File: config.mk
export PLATFORM = sky130hd
export DESIGN_NAME = pm_loader
export DESIGN_NICKNAME = d
export VERILOG_FILES = /design/src/rtl/pm_loader.sv
export SDC_FILE = /design/constraint.sdc
export NUM_CORES = 1
export LEC_CHECK = 0
export CAP_MARGIN = 20
export CORE_ASPECT_RATIO = 0.75
export CORE_MARGIN = 2
export CORE_UTILIZATION = 50
export DETAILED_ROUTE_END_ITERATION = 10
export GPL_ROUTABILITY_DRIVEN = 0
export GPL_TIMING_DRIVEN = 0
export PLACE_DENSITY = 0.72
export SYNTH_ARGS = -nofsm -noshare
export SYNTH_HDL_FRONTEND = slang
export SYNTH_SLANG_ARGS = --single-unit
File: constraint.sdc
create_clock -name clk -period 7.08 [get_ports clk]
set_input_delay 1.77 -clock clk [delete_from_list [all_inputs] [get_ports clk]]
set_output_delay 1.77 -clock clk [all_outputs]
set_load 0.01 [all_outputs]
File: src/rtl/pm_loader.sv
// Program-memory loader: takes a length/data/checksum byte frame, packs the bytes
// MSB-first into 32-bit words and writes them to consecutive program memory addresses.
module pm_loader #(
  parameter int TIMEOUT = 1024
) (
  input  logic        clk,
  input  logic        reset,
  input  logic        start,
  input  logic [15:0] base_addr,
  input  logic        rx_valid,
  input  logic [7:0]  rx_data,
  output logic        rx_ready,
  output logic        pm_we,
  output logic [15:0] pm_addr,
  output logic [31:0] pm_wdata,
  output logic        core_hold,
  output logic        done,
  output logic        error
);

  localparam int            TW          = (TIMEOUT > 1) ? $clog2(TIMEOUT + 1) : 1;
  localparam logic [TW-1:0] TIMEOUT_LIM = TW'(TIMEOUT);

  typedef enum logic [2:0] {
    S_IDLE,
    S_LEN_HI,
    S_LEN_LO,
    S_DATA,
    S_WRITE,
    S_CSUM,
    S_DONE,
    S_ERR
  } state_t;

  state_t        state_reg;
  logic [15:0]   base_reg;
  logic [15:0]   len_reg;
  logic [15:0]   count_reg;
  logic [7:0]    sum_reg;
  logic [1:0]    idx_reg;
  logic [23:0]   word_reg;
  logic [TW-1:0] tmo_reg;

  logic          accept;
  logic [TW-1:0] tmo_next;
  logic          tmo_hit;
  logic [15:0]   count_next;

  assign rx_ready = (state_reg == S_LEN_HI) || (state_reg == S_LEN_LO) ||
                    (state_reg == S_DATA)   || (state_reg == S_CSUM);
  assign accept     = rx_valid && rx_ready;
  assign tmo_next   = tmo_reg + 1'b1;
  assign tmo_hit    = (TIMEOUT != 0) && (tmo_next == TIMEOUT_LIM);
  assign count_next = count_reg + 16'd1;

  always_ff @(posedge clk or posedge reset) begin
    if (reset) begin
      state_reg <= S_IDLE;
      base_reg  <= '0;
      len_reg   <= '0;
      count_reg <= '0;
      sum_reg   <= '0;
      idx_reg   <= '0;
      word_reg  <= '0;
      tmo_reg   <= '0;
      pm_we     <= 1'b0;
      pm_addr   <= '0;
      pm_wdata  <= '0;
      core_hold <= 1'b1;
      done      <= 1'b0;
      error     <= 1'b0;
    end else begin
      pm_we <= 1'b0;

      // Inter-byte watchdog; an expiry abandons any partly assembled word.
      if (accept) begin
        tmo_reg <= '0;
      end else if (rx_ready) begin
        if (tmo_hit) begin
          state_reg <= S_ERR;
          error     <= 1'b1;
        end else begin
          tmo_reg <= tmo_next;
        end
      end

      case (state_reg)
        S_IDLE, S_DONE, S_ERR: begin
          if (start) begin
            state_reg <= S_LEN_HI;
            done      <= 1'b0;
            error     <= 1'b0;
            core_hold <= 1'b1;
            base_reg  <= base_addr;
            count_reg <= '0;
            sum_reg   <= '0;
            idx_reg   <= '0;
            tmo_reg   <= '0;
          end
        end
        S_LEN_HI: begin
          if (accept) begin
            len_reg[15:8] <= rx_data;
            state_reg     <= S_LEN_LO;
          end
        end
        S_LEN_LO: begin
          if (accept) begin
            len_reg[7:0] <= rx_data;
            state_reg    <= ({len_reg[15:8], rx_data} != 16'd0) ? S_DATA : S_CSUM;
          end
        end
        S_DATA: begin
          if (accept) begin
            word_reg <= {word_reg[15:0], rx_data};
            sum_reg  <= sum_reg + rx_data;
            idx_reg  <= idx_reg + 2'd1;
            if (idx_reg == 2'd3) begin
              state_reg <= S_WRITE;
              pm_we     <= 1'b1;
              pm_addr   <= base_reg + count_reg;
              pm_wdata  <= {word_reg, rx_data};
            end
          end
        end
        S_WRITE: begin
          count_reg <= count_next;
          idx_reg   <= '0;
          state_reg <= (count_next == len_reg) ? S_CSUM : S_DATA;
        end
        S_CSUM: begin
          if (accept) begin
            if (rx_data == sum_reg) begin
              state_reg <= S_DONE;
              done      <= 1'b1;
              core_hold <= 1'b0;
            end else begin
              state_reg <= S_ERR;
              error     <= 1'b1;
            end
          end
        end
        default: state_reg <= S_IDLE;
      endcase
    end
  end

endmodule

==> results.md, run 1 <==
- Post-place setup slack: between 2 and 2.5 ns
- Top-count cell post-synth: nand2_1
- # DRC: 0
- Slowest Stage Delay on Critical Path: 0.70 ns
- Leak Pwr: roughly 4.2 nW
- Clock Latency Late Sink: between 0.4 and 0.5 ns
- Vias in the first global route: between 5000 and 6000
- Crit path time final: approximately 4.3 ns
- GRT Overall Usage: 0.222
- Drt initial violations: roughly 380
- Type of the worst setup path: input pin to register
- CP Capture Type: register
- Largest net degree at the start of global routing: 93
- Cell Rows: 39
- Ys flop type: dfrtp_1
- Psw: 1.50 mW
- Ports: slightly above 80
- Antenna Diode Count: 0
- Max FFs per register: 32
- Nets: around 1000
- Max_slew headroom: 0.390
- Core ar.: approximately 15000 um^2
- Clock Power Share: 0.223
- CP max FO: 6
- Die area: 16400 um^2
- Post-DP HPWL: about 12000 um
- Crit start category: input pin
- Critical Path AT: around 4.7 ns
- Max Clk Rate: approximately 0.23 GHz
- Pint: 2.49 mW
- Port-buffer cells: 78
- ANT nets after route: 0
- Synthesized area: between 7000 and 8000 um^2
- Min Hold Slack: between 0.4 and 0.5 ns
- Maximum vdd drop: 0.199 mV
- Required time worst endpoint: 7.43 ns
- RSZ-0062 raised after global routing: false
- Final Cycle Share: 0.614
- Vias per inst: around 5.4
- Worst-Margin Slew: 0.907 ns
- CTS Sinks: between 100 and 150
- Antenna violations before repair: 0
- PD cells: 427 nW/um^2
- Yosys warns: 0
- Number of flops mapped to enable cells by yosys: 0
- Synth-to-layout area growth: 21.4%
- Sw Share: 0.376
- Cell taking the most area after synthesis: dfrtp_1
- Worst path top cell family by delay: simple AND/OR/NAND/NOR gates
- Synth cell count leaders: nand2_1 (230), dfrtp_1 (147), o21ai_0 (45), nor2_1 (38), mux2_2 (34)
- Die W: 147 um
- Status: completed
- DR vias: around 6100
- CP bufs+invs: 1
- CTS tree: done
- Synthesized instance count: between 800 and 900
- Crit-path slowest cell: nor4_1
- Max Slew Vio Count: 0
- Reg power frac: 0.365
- Clk_skew: between 0.007 and 0.008 ns
- Setup ws final: 2.73 ns
- Most frequent CP cell: nor4_1
- Clock tree root buffer cell: clkbuf_16
- Die Height: approximately 110 um
- Share of the synthesized area in the top cell type: 0.479
- Longest Clk Path Bufs: 2
- Proportion of layout cells with a drive suffix above 1: 0.0996
- Drt pass-1 iters: 7
- Final Power: 3.98 mW
- Top post-synthesis cells by area: dfrtp_1 (48%), nand2_1 (11%), mux2_2 (5.0%), ha_1 (4.1%), xnor2_1 (3.1%)
- Syn avg cell area: 9.33 um^2
- CTS H-Tree Depth: 4
- Dpl cell area: 8750 um^2
- Design area: around 9300 um^2
- Drt wl/cell: 15.4 um
- CTS Hold Bufs: 0
- Gate power share: 0.412
- Initial Util: 0.507
- Sequential area share after synthesis: 0.483
- Worst Hold Class: register to register
- Routed wire length: approximately 17000 um
- PostCTS Resize Cnt: 0
- Fin. Hold Viols: 0
- Post-Syn Nets: 878
- Clk pin slew, worst setup/hold paths: approximately 0.07 ns
- Setup Buffers After CTS: 0
- Ys async rst share: 1.00
- Synthesized flop and latch total: between 100 and 150
- Synth cell types: 67
- CTS Buf Count: 17
- First-pass GRT wire length: 28900 um
- Global route overflow: 0
- Worst-path cell chain: clkdlybuf4s50_1 -> ha_1 -> nor4_1 -> nand2_1 -> nor4_1 -> a41oi_1 -> nor2_1 -> a31oi_1 -> mux2_1
- Final Setup Violations: 0
- Total of max-cap violations: 0
## metrics by stage
step,std cells,setup TNS [ns],util
final,1139,0,0.616
after floorplan,823,0,-
after global routing,1139,0,0.616
after global placement,1106,-110.53,0.576
after CTS,1139,0,0.616
after detailed placement,1107,0,0.578
## cell families (layout without fill, tap and decap cells)
| kind of cell | Yosys count | count (layout) | share of synthesized area |
|---|---|---|---|
| compound gates | 130 | 130 | 0.111 |
| xor+xnor | 51 | 51 | 0.0582 |
| fa+ha+maj | 27 | 27 | 0.0460 |
| buf+inv | 60 | 171 | 0.0326 |
| flops | 148 | 148 | 0.483 |
| mux | 38 | 38 | 0.0553 |
| simple gates | 369 | 369 | 0.214 |
## path summary, 6_finish.rpt
path	endpoint	slack [ns]	cells after the start	startpoint
setup reg to reg	pm_addr[14]	4.27	10	count_reg[0]
max in group asynchronous	pm_wdata[6]	4.49	3	reset
min in group asynchronous	pm_addr[14]	1.76	2	reset
hold reg to reg	pm_wdata[29]	0.47	2	word_reg[21]
setup / recovery	core_hold	2.73	9	rx_data[2]
hold / removal	pm_wdata[29]	0.47	2	word_reg[21]
## power by group through the flow
| stage | Combinational, mW | Sequential [mW] | Clock [mW] |
|---|---|---|---|
| after global placement | 1.59 | 1.46 | 0 |
| after detailed placement | 1.63 | 1.47 | 0 |
| after global routing | 1.83 | 1.50 | 0.946 |
| after floorplan | 1.09 | 1.46 | 0 |
| final | 1.64 | 1.45 | 0.887 |
| after CTS | 1.65 | 1.45 | 0.900 |
## worst register-to-register path, cell delays in order, from the launching register on
cell	delay, ns
dfrtp_1	0.51
ha_1	0.24
inv_1	0.06
fa_1	0.41
nor2b_1	0.14
o21ai_1	0.08
a21boi_1	0.35
o211ai_1	0.24
a311oi_1	0.38
nor3_1	0.08
o31ai_1	0.22
## layout by cell type, fill, tap and decap left out, drive strengths merged, types with 3 or more instances in the layout
cell type	synthesis	layout
clkbuf	30	48
clkinv	1	5
and3	9	9
xor2	24	24
inv	17	25
clkdlybuf4s50	0	78
a211oi	4	4
nor3	17	17
nor4	6	6
a31oi	10	10
nand3	23	23
dfrtp	147	147
o21ai	53	53
mux2i	3	3
a21oi	22	22
or4	3	3
nand2	231	231
a22o	3	3
xnor2	27	27
buf	12	13
nor2b	7	7
o211ai	3	3
ha	25	25
nand2b	9	9
mux2	35	35
nand4	10	10
o21a	3	3
and2	5	5
and4	3	3
o31ai	8	8
a21o	4	4
nor2	38	38
## layer usage
layer  share of wire  track usage  up-vias
li1                -            -     3011
met3           0.050       0.0486       20
met1            0.52        0.352     2934
met5               0            0        -
met4           0.014       0.0577        0
met2            0.42        0.309      155
## area by class of cell
type,count,area [um^2]
multi-input cells,615,3720
clock inverters,14,143
fillers,1304,5810
flip-flops and latches,148,3700
clock buffers,18,429
plain buffers,42,183
repair buffers,79,808
inverters,18,72.6
well taps,205,256
Note: power is estimated with default switching activity, not from simulation.
==> run 2, diff against run 1 <==
clock period = 4 ns   (was 7.08 ns; I/O delays follow)
==> results.md, run 2 (synthesis gave the netlist of run 1 again) <==
- Final Power: 7.04 mW (+77%)
- Commonest non-fill, non-tap cell in the layout: nand2_1
- CTS Hold Bufs: 0 (unchanged)
- Dpl cell area: 8800 um^2 (+0.59%)
- Die area: 16400 um^2 (unchanged)
- CTS tree: done
- PD cells: 753 nW/um^2 (+76%)
- Antenna violations before repair: 0 (unchanged)
- Nets: 979 (+0.31%)
- Max Clk Rate: roughly 0.29 GHz
- Crit path from: rx_data[2]
- Setup ws final: 0.518 ns (-2.22 ns)
- CP Capture Type: register
- Design area: 9360 um^2 (+0.46%)
- Worst R2R Setup Slack: 1.26 ns (-3.01 ns)
- Post-DP HPWL: 12600 um (+3.6%)
- Worst R2R Path Depth: 10 (unchanged)
- GRT Overall Usage: 0.231 (+0.00884)
- Clock Power Share: 0.218 (-0.005)
- Longest Clk Path Bufs: 2 (unchanged)
- Reg power frac: 0.366 (about the same)
- DR vias: 6242 (+2.0%)
- # DRC: 0 (unchanged)
- Vias in the first global route: 5854 (+5.6%)
- Clock Latency Late Sink: 0.43 ns (about the same)
- Routed wire length: 18000 um (+2.9%)
- Layout filler cell count: 1286 (-1.4%)
- Setup Buffers After CTS: 0 (unchanged)
- Status: completed
- CTS Buf Count: 17 (unchanged)
- Core ar.: 15100 um^2 (unchanged)
- Reg-to-Reg Start: count_reg[0]
- RSZ-0062 raised after global routing: false
- Worst Hold Class: register to register
- Worst-Margin Slew: 0.797 ns (-0.110 ns)
- Sw Share: 0.382 (+0.00683)
- Ports: 81 (unchanged)
- Largest net degree at the start of global routing: 42 (-55%)
- Clk_skew: 0.0103 ns (+0.00242 ns)
- Die Height: 111 um (unchanged)
- Synth-to-layout area growth: 21.9%
- Crit-path slowest cell: clkdlybuf4s50_1
- Fin. Hold Viols: 0 (unchanged)
- PostCTS Resize Cnt: 0 (unchanged)
- Final Setup Violations: 0 (unchanged)
- Initial Util: 0.507 (unchanged)
- Worst-path cell chain: clkdlybuf4s50_1 -> ha_1 -> nor4_1 -> nand2_1 -> nor4_1 -> a41oi_1 -> nor2_1 -> a31oi_1 -> mux2_1
- First-pass GRT wire length: 30000 um (+3.8%)
- Max_slew headroom: 0.464 (+0.0740)
- CP max FO: 6 (unchanged)
- Maximum vdd drop: 0.327 mV (+64%)
- Global route overflow: 0 (unchanged)
- Commonest cells after routing, fill and taps aside: nand2_1 (230), dfrtp_1 (147), clkdlybuf4s50_1 (78)
- Crit start category: input pin
- Port-buffer cells: 78 (unchanged)
- Max FFs per register: 32 (unchanged)
- Clock tree root buffer cell: clkbuf_16
- ANT nets after route: 0 (unchanged)
- Vias per inst: 5.47 (+1.7%)
- Crit path time final: approximately 3.5 ns
- Total of max-cap violations: 0 (unchanged)
- Slowest Stage Delay on Critical Path: 0.63 ns (-0.07 ns)
- Pint: 4.35 mW (+75%)
- Gate power share: 0.415 (+0.003)
- Drt initial violations: 477 (+26%)
- Most frequent CP cell: nor4_1
- Worst Setup EP: core_hold
- CTS Sinks: 148 (unchanged)
- Max Slew Vio Count: 0 (unchanged)
- Critical Path AT: 3.83 ns (-0.87 ns)
- RR Endpoint: pm_addr[14]
- Cell Rows: 39 (unchanged)
- CTS H-Tree Depth: 4 (unchanged)
- Die W: 147 um (unchanged)
- Proportion of layout cells with a drive suffix above 1: 0.104 (+0.00395)
- Drt wl/cell: 15.8 um (+2.6%)
- Type of the worst setup path: input pin to register
- Clk pin slew, worst setup/hold paths: 0.07 ns (about the same)
- Post-place setup slack: 0.0998 ns (-2.33 ns)
- Drt pass-1 iters: 5 (-2)
- Final Cycle Share: 0.870
- Required time worst endpoint: 4.35 ns (-3.08 ns)
- Antenna Diode Count: 0 (unchanged)
- Leak Pwr: 4.26 nW (+0.31%)
- Psw: 2.69 mW (+80%)
- Final setup TNS: 0 ns (unchanged)
==> run 2: changes by cell type in the layout (fill, tap and decap cells not counted), sizes merged <==
cell,before,now
buf,13,16
clkbuf,48,47
clkinvlp,1,3
bufinv,1,0
==> run 2: area by class of cell <==
| class | instances | area [um^2] | area share |
|---|---|---|---|
| Timing Repair Buffer | 82 | 861 | 0.0920 |
| Clock buffer | 17 | 425 | 0.0454 |
| Sequential cell | 148 | 3700 | 0.396 |
| Tap cell | 205 | 256 | 0.0274 |
| Clock inverter | 15 | 138 | 0.0147 |
| Multi-Input combinational cell | 615 | 3720 | 0.398 |
| Buffer | 42 | 183 | 0.0195 |
| Inverter | 18 | 71.3 | 0.00762 |
==> run 2: worst min-delay path by stage <==
stage | end | cells after the start | from
final | pm_wdata[28] | 2 | word_reg[20]
after global routing | pm_wdata[2] | 2 | pm_wdata[2]
after CTS | pm_wdata[30] | 2 | word_reg[22]
after detailed placement | pm_wdata[30] | 2 | word_reg[22]
after global placement | pm_wdata[30] | 2 | word_reg[22]
after floorplan | pm_wdata[24] | 2 | word_reg[16]
==> run 2: power groups by stage <==
stage	clock network (mW)	registers [mW]	logic, mW
after floorplan	0	2.58	1.94
after global placement	0	2.58	2.82
after detailed placement	0	2.60	2.90
after CTS	1.56	2.58	2.93
after global routing	1.64	2.66	3.27
final	1.54	2.58	2.93
==> run 2: layer usage <==
| layer | routed length, um | vias to the layer above | GRT usage |
|---|---|---|---|
| met5 | 0 | - | 0 |
| met4 | 275 | 0 | 0.0583 |
| met3 | 1040 | 27 | 0.0576 |
| met2 | 7780 | 183 | 0.327 |
| met1 | 8900 | 3014 | 0.356 |
| li1 | - | 3018 | - |
==> run 2: critical path: cells and delay by family <==
kind	cells	cell delay, ns
compound gates	2	0.28
fa+ha+maj	1	0.47
buf+inv	1	0.63
mux	1	0.34
simple gates	4	1.11
==> run 2: stage by stage <==
step / std cells / hold slack (ns) / util
after CTS: 1142 / 0.477 / 0.619
after floorplan: 823 / 0.439 / -
final: 1142 / 0.472 / 0.619
after detailed placement: 1110 / 0.461 / 0.582
after global placement: 1106 / 0.456 / 0.576
after global routing: 1142 / 0.490 / 0.619
==> run 3, diff against run 2 <==
--- a/config.mk
+++ b/config.mk
@@ -9,3 +9,2 @@
 export CORE_ASPECT_RATIO = 0.75
-export CORE_MARGIN = 2
 export CORE_UTILIZATION = 50
==> constraint.sdc (replaced) <==
create_clock -name clk -period 4 [get_ports clk]
set_input_delay 0.8 -clock clk [delete_from_list [all_inputs] [get_ports clk]]
set_output_delay 0.8 -clock clk [all_outputs]
set_load 0.01 [all_outputs]
==> results.md, run 3 (synthesis gave the netlist of run 1 again) <==
- Max Clk Rate: 0.311 GHz (+8.2%)
- Crit start category: input pin
- Cell Rows: 38 (-2.6%)
- Synth-to-layout area growth: 22.4%
- Met3 wire length: 879 um (-15%)
- Leak Pwr: 4.28 nW (+0.48%)
- Routed wl met2: 7540 um (-3.0%)
- ANT nets after route: 0 (unchanged)
- Maximum vdd drop: 0.385 mV (+18%)
- CTS Sinks: 148 (unchanged)
- Max FFs per register: 32 (unchanged)
- CTS Buf Count: 17 (unchanged)
- Commonest cells after routing, fill and taps aside: nand2_1 (230), dfrtp_1 (147), clkdlybuf4s50_1 (78)
- Final setup TNS: 0 ns (unchanged)
- Slowest Stage Delay on Critical Path: 0.63 ns (about the same)
- DR vias: 6160 (-1.3%)
- Critical Path AT: 3.56 ns (-0.27 ns)
- Clock tree root buffer cell: clkbuf_16
- Core ar.: 14700 um^2 (-2.6%)
- CTS Hold Bufs: 0 (unchanged)
- Port-buffer cells: 78 (unchanged)
- CTS tree: done
- CP max FO: 6 (unchanged)
- Nets: 978 (-0.10%)
- Design area: 9390 um^2 (+0.36%)
- Required time worst endpoint: 4.35 ns (about the same)
- GRT Overall Usage: 0.239 (+0.00796)
- Total of max-cap violations: 0 (unchanged)
- Wl on met1: 9020 um (+1.3%)
- Die area: 15900 um^2 (-3.1%)
- Clk pin slew, worst setup/hold paths: 0.07 ns (about the same)
- Most frequent CP cell: nor4_1
- Layout filler cell count: 1226 (-4.7%)
- Dpl cell area: 8770 um^2 (-0.30%)
- Crit path time final: 3.22 ns (-0.263 ns)
- Top routing layer in use: met4
- RSZ-0062 raised after global routing: false
- Drt wl/cell: 15.6 um (-0.89%)
- Die W: 145 um (-1.4%)
- Antenna violations before repair: 0 (unchanged)
- Commonest non-fill, non-tap cell in the layout: nand2_1
- Final Cycle Share: 0.805 (-0.0657)
- Post-place setup slack: 0.347 ns (+0.248 ns)
- Max Slew Vio Count: 0 (unchanged)
- Worst-Margin Slew: 0.822 ns (+0.0253 ns)
- CTS H-Tree Depth: 4 (unchanged)
- # DRC: 0 (unchanged)
- Longest Clk Path Bufs: 2 (unchanged)
- Routed wire length: 17700 um (-1.4%)
- Clock Latency Late Sink: 0.42 ns (about the same)
- Proportion of layout cells with a drive suffix above 1: 0.103 (-0.000958)
- Final Power: 7.16 mW (+1.6%)
- Setup ws final: 0.781 ns (+0.263 ns)
- Initial Util: 0.521 (+0.0134)
- FF/Latch Area: 3700 um^2 (unchanged)
- Fin. Hold Viols: 0 (unchanged)
- CP Capture Type: register
- Ports: 81 (unchanged)
- Antenna Diode Count: 0 (unchanged)
- Post-DP HPWL: 12500 um (-0.93%)
- Final Setup Violations: 0 (unchanged)
- Vias per inst: 5.42 (-0.79%)
- Placed cell count: 1104 (-0.54%)
- Worst Hold Class: register to register
- Clk_skew: 0.00983 ns (-0.000490 ns)
- First-pass GRT wire length: 29800 um (-0.67%)
- Vias in the first global route: 5816 (-0.65%)
- Fin cells: 1136 (-0.53%)
- Drt pass-1 iters: 5 (unchanged)
- Type of the worst setup path: input pin to register
- Post-layout util: 0.637 (+0.0186)
- Largest net degree at the start of global routing: 43 (+2.4%)
- Drt initial violations: 404 (-15%)
- Area of the multi-input gates: 3720 um^2 (unchanged)
- PD cells: 762 nW/um^2 (+1.2%)
- Min Hold Slack: 0.471 ns (-0.000827 ns)
- Setup Buffers After CTS: 0 (unchanged)
- Global route overflow: 0 (unchanged)
- Worst-path cell chain: clkdlybuf4s50_1 -> ha_1 -> nor4_1 -> nand2_1 -> nor4_1 -> a41oi_1 -> nor2_1 -> a31oi_1 -> mux2_1
- Max_slew headroom: 0.447 (-0.0171)
- Crit-path slowest cell: nor4_1
- PostCTS Resize Cnt: 0 (unchanged)
- Status: completed
- Die Height: 109 um (-1.8%)
==> run 3: worst paths after layout <==
path / startpoint / end / slack (ns) / depth (start not counted)
setup reg to reg: count_reg[0] / pm_addr[14] / 1.14 / 10
max in group asynchronous: reset / core_hold / 2.53 / 3
hold reg to reg: word_reg[21] / pm_wdata[29] / 0.47 / 2
hold / removal: word_reg[21] / pm_wdata[29] / 0.47 / 2
setup / recovery: rx_data[2] / core_hold / 0.78 / 9
min in group asynchronous: reset / tmo_reg[10] / 0.81 / 2
==> run 3: cell type report <==
cell class                      count  area share
Clock inverter                     15      0.0210
Multi-Input combinational cell    615       0.396
Sequential cell                   148       0.394
Clock buffer                       17      0.0453
Buffer                             42      0.0194
Tap cell                          200      0.0266
Inverter                           18     0.00759
Timing Repair Buffer               81      0.0895
==> run 3: report_power, final <==
| part | internal (mW) | switching (mW) | leakage (nW) | total [mW] |
|---|---|---|---|---|
| clock network | 0.950 | 0.714 | 0.304 | 1.66 |
| logic | 1.41 | 1.51 | 2.07 | 2.92 |
| registers | 2.11 | 0.456 | 1.91 | 2.57 |
==> run 3: metal layers <==
| metal | global-route usage | vias to the layer above |
|---|---|---|
| li1 | - | 3013 |
| met1 | 0.358 | 2962 |
| met2 | 0.358 | 162 |
| met3 | 0.0340 | 23 |
| met4 | 0.0812 | 0 |
| met5 | 0 | - |
==> run 3: worst max-delay path, delay by kind of cell <==
family / cells / cell delay [ns]
buf+inv: 1 / 0.57
mux: 1 / 0.35
compound gates: 2 / 0.28
fa+ha+maj: 1 / 0.44
simple gates: 4 / 1.13
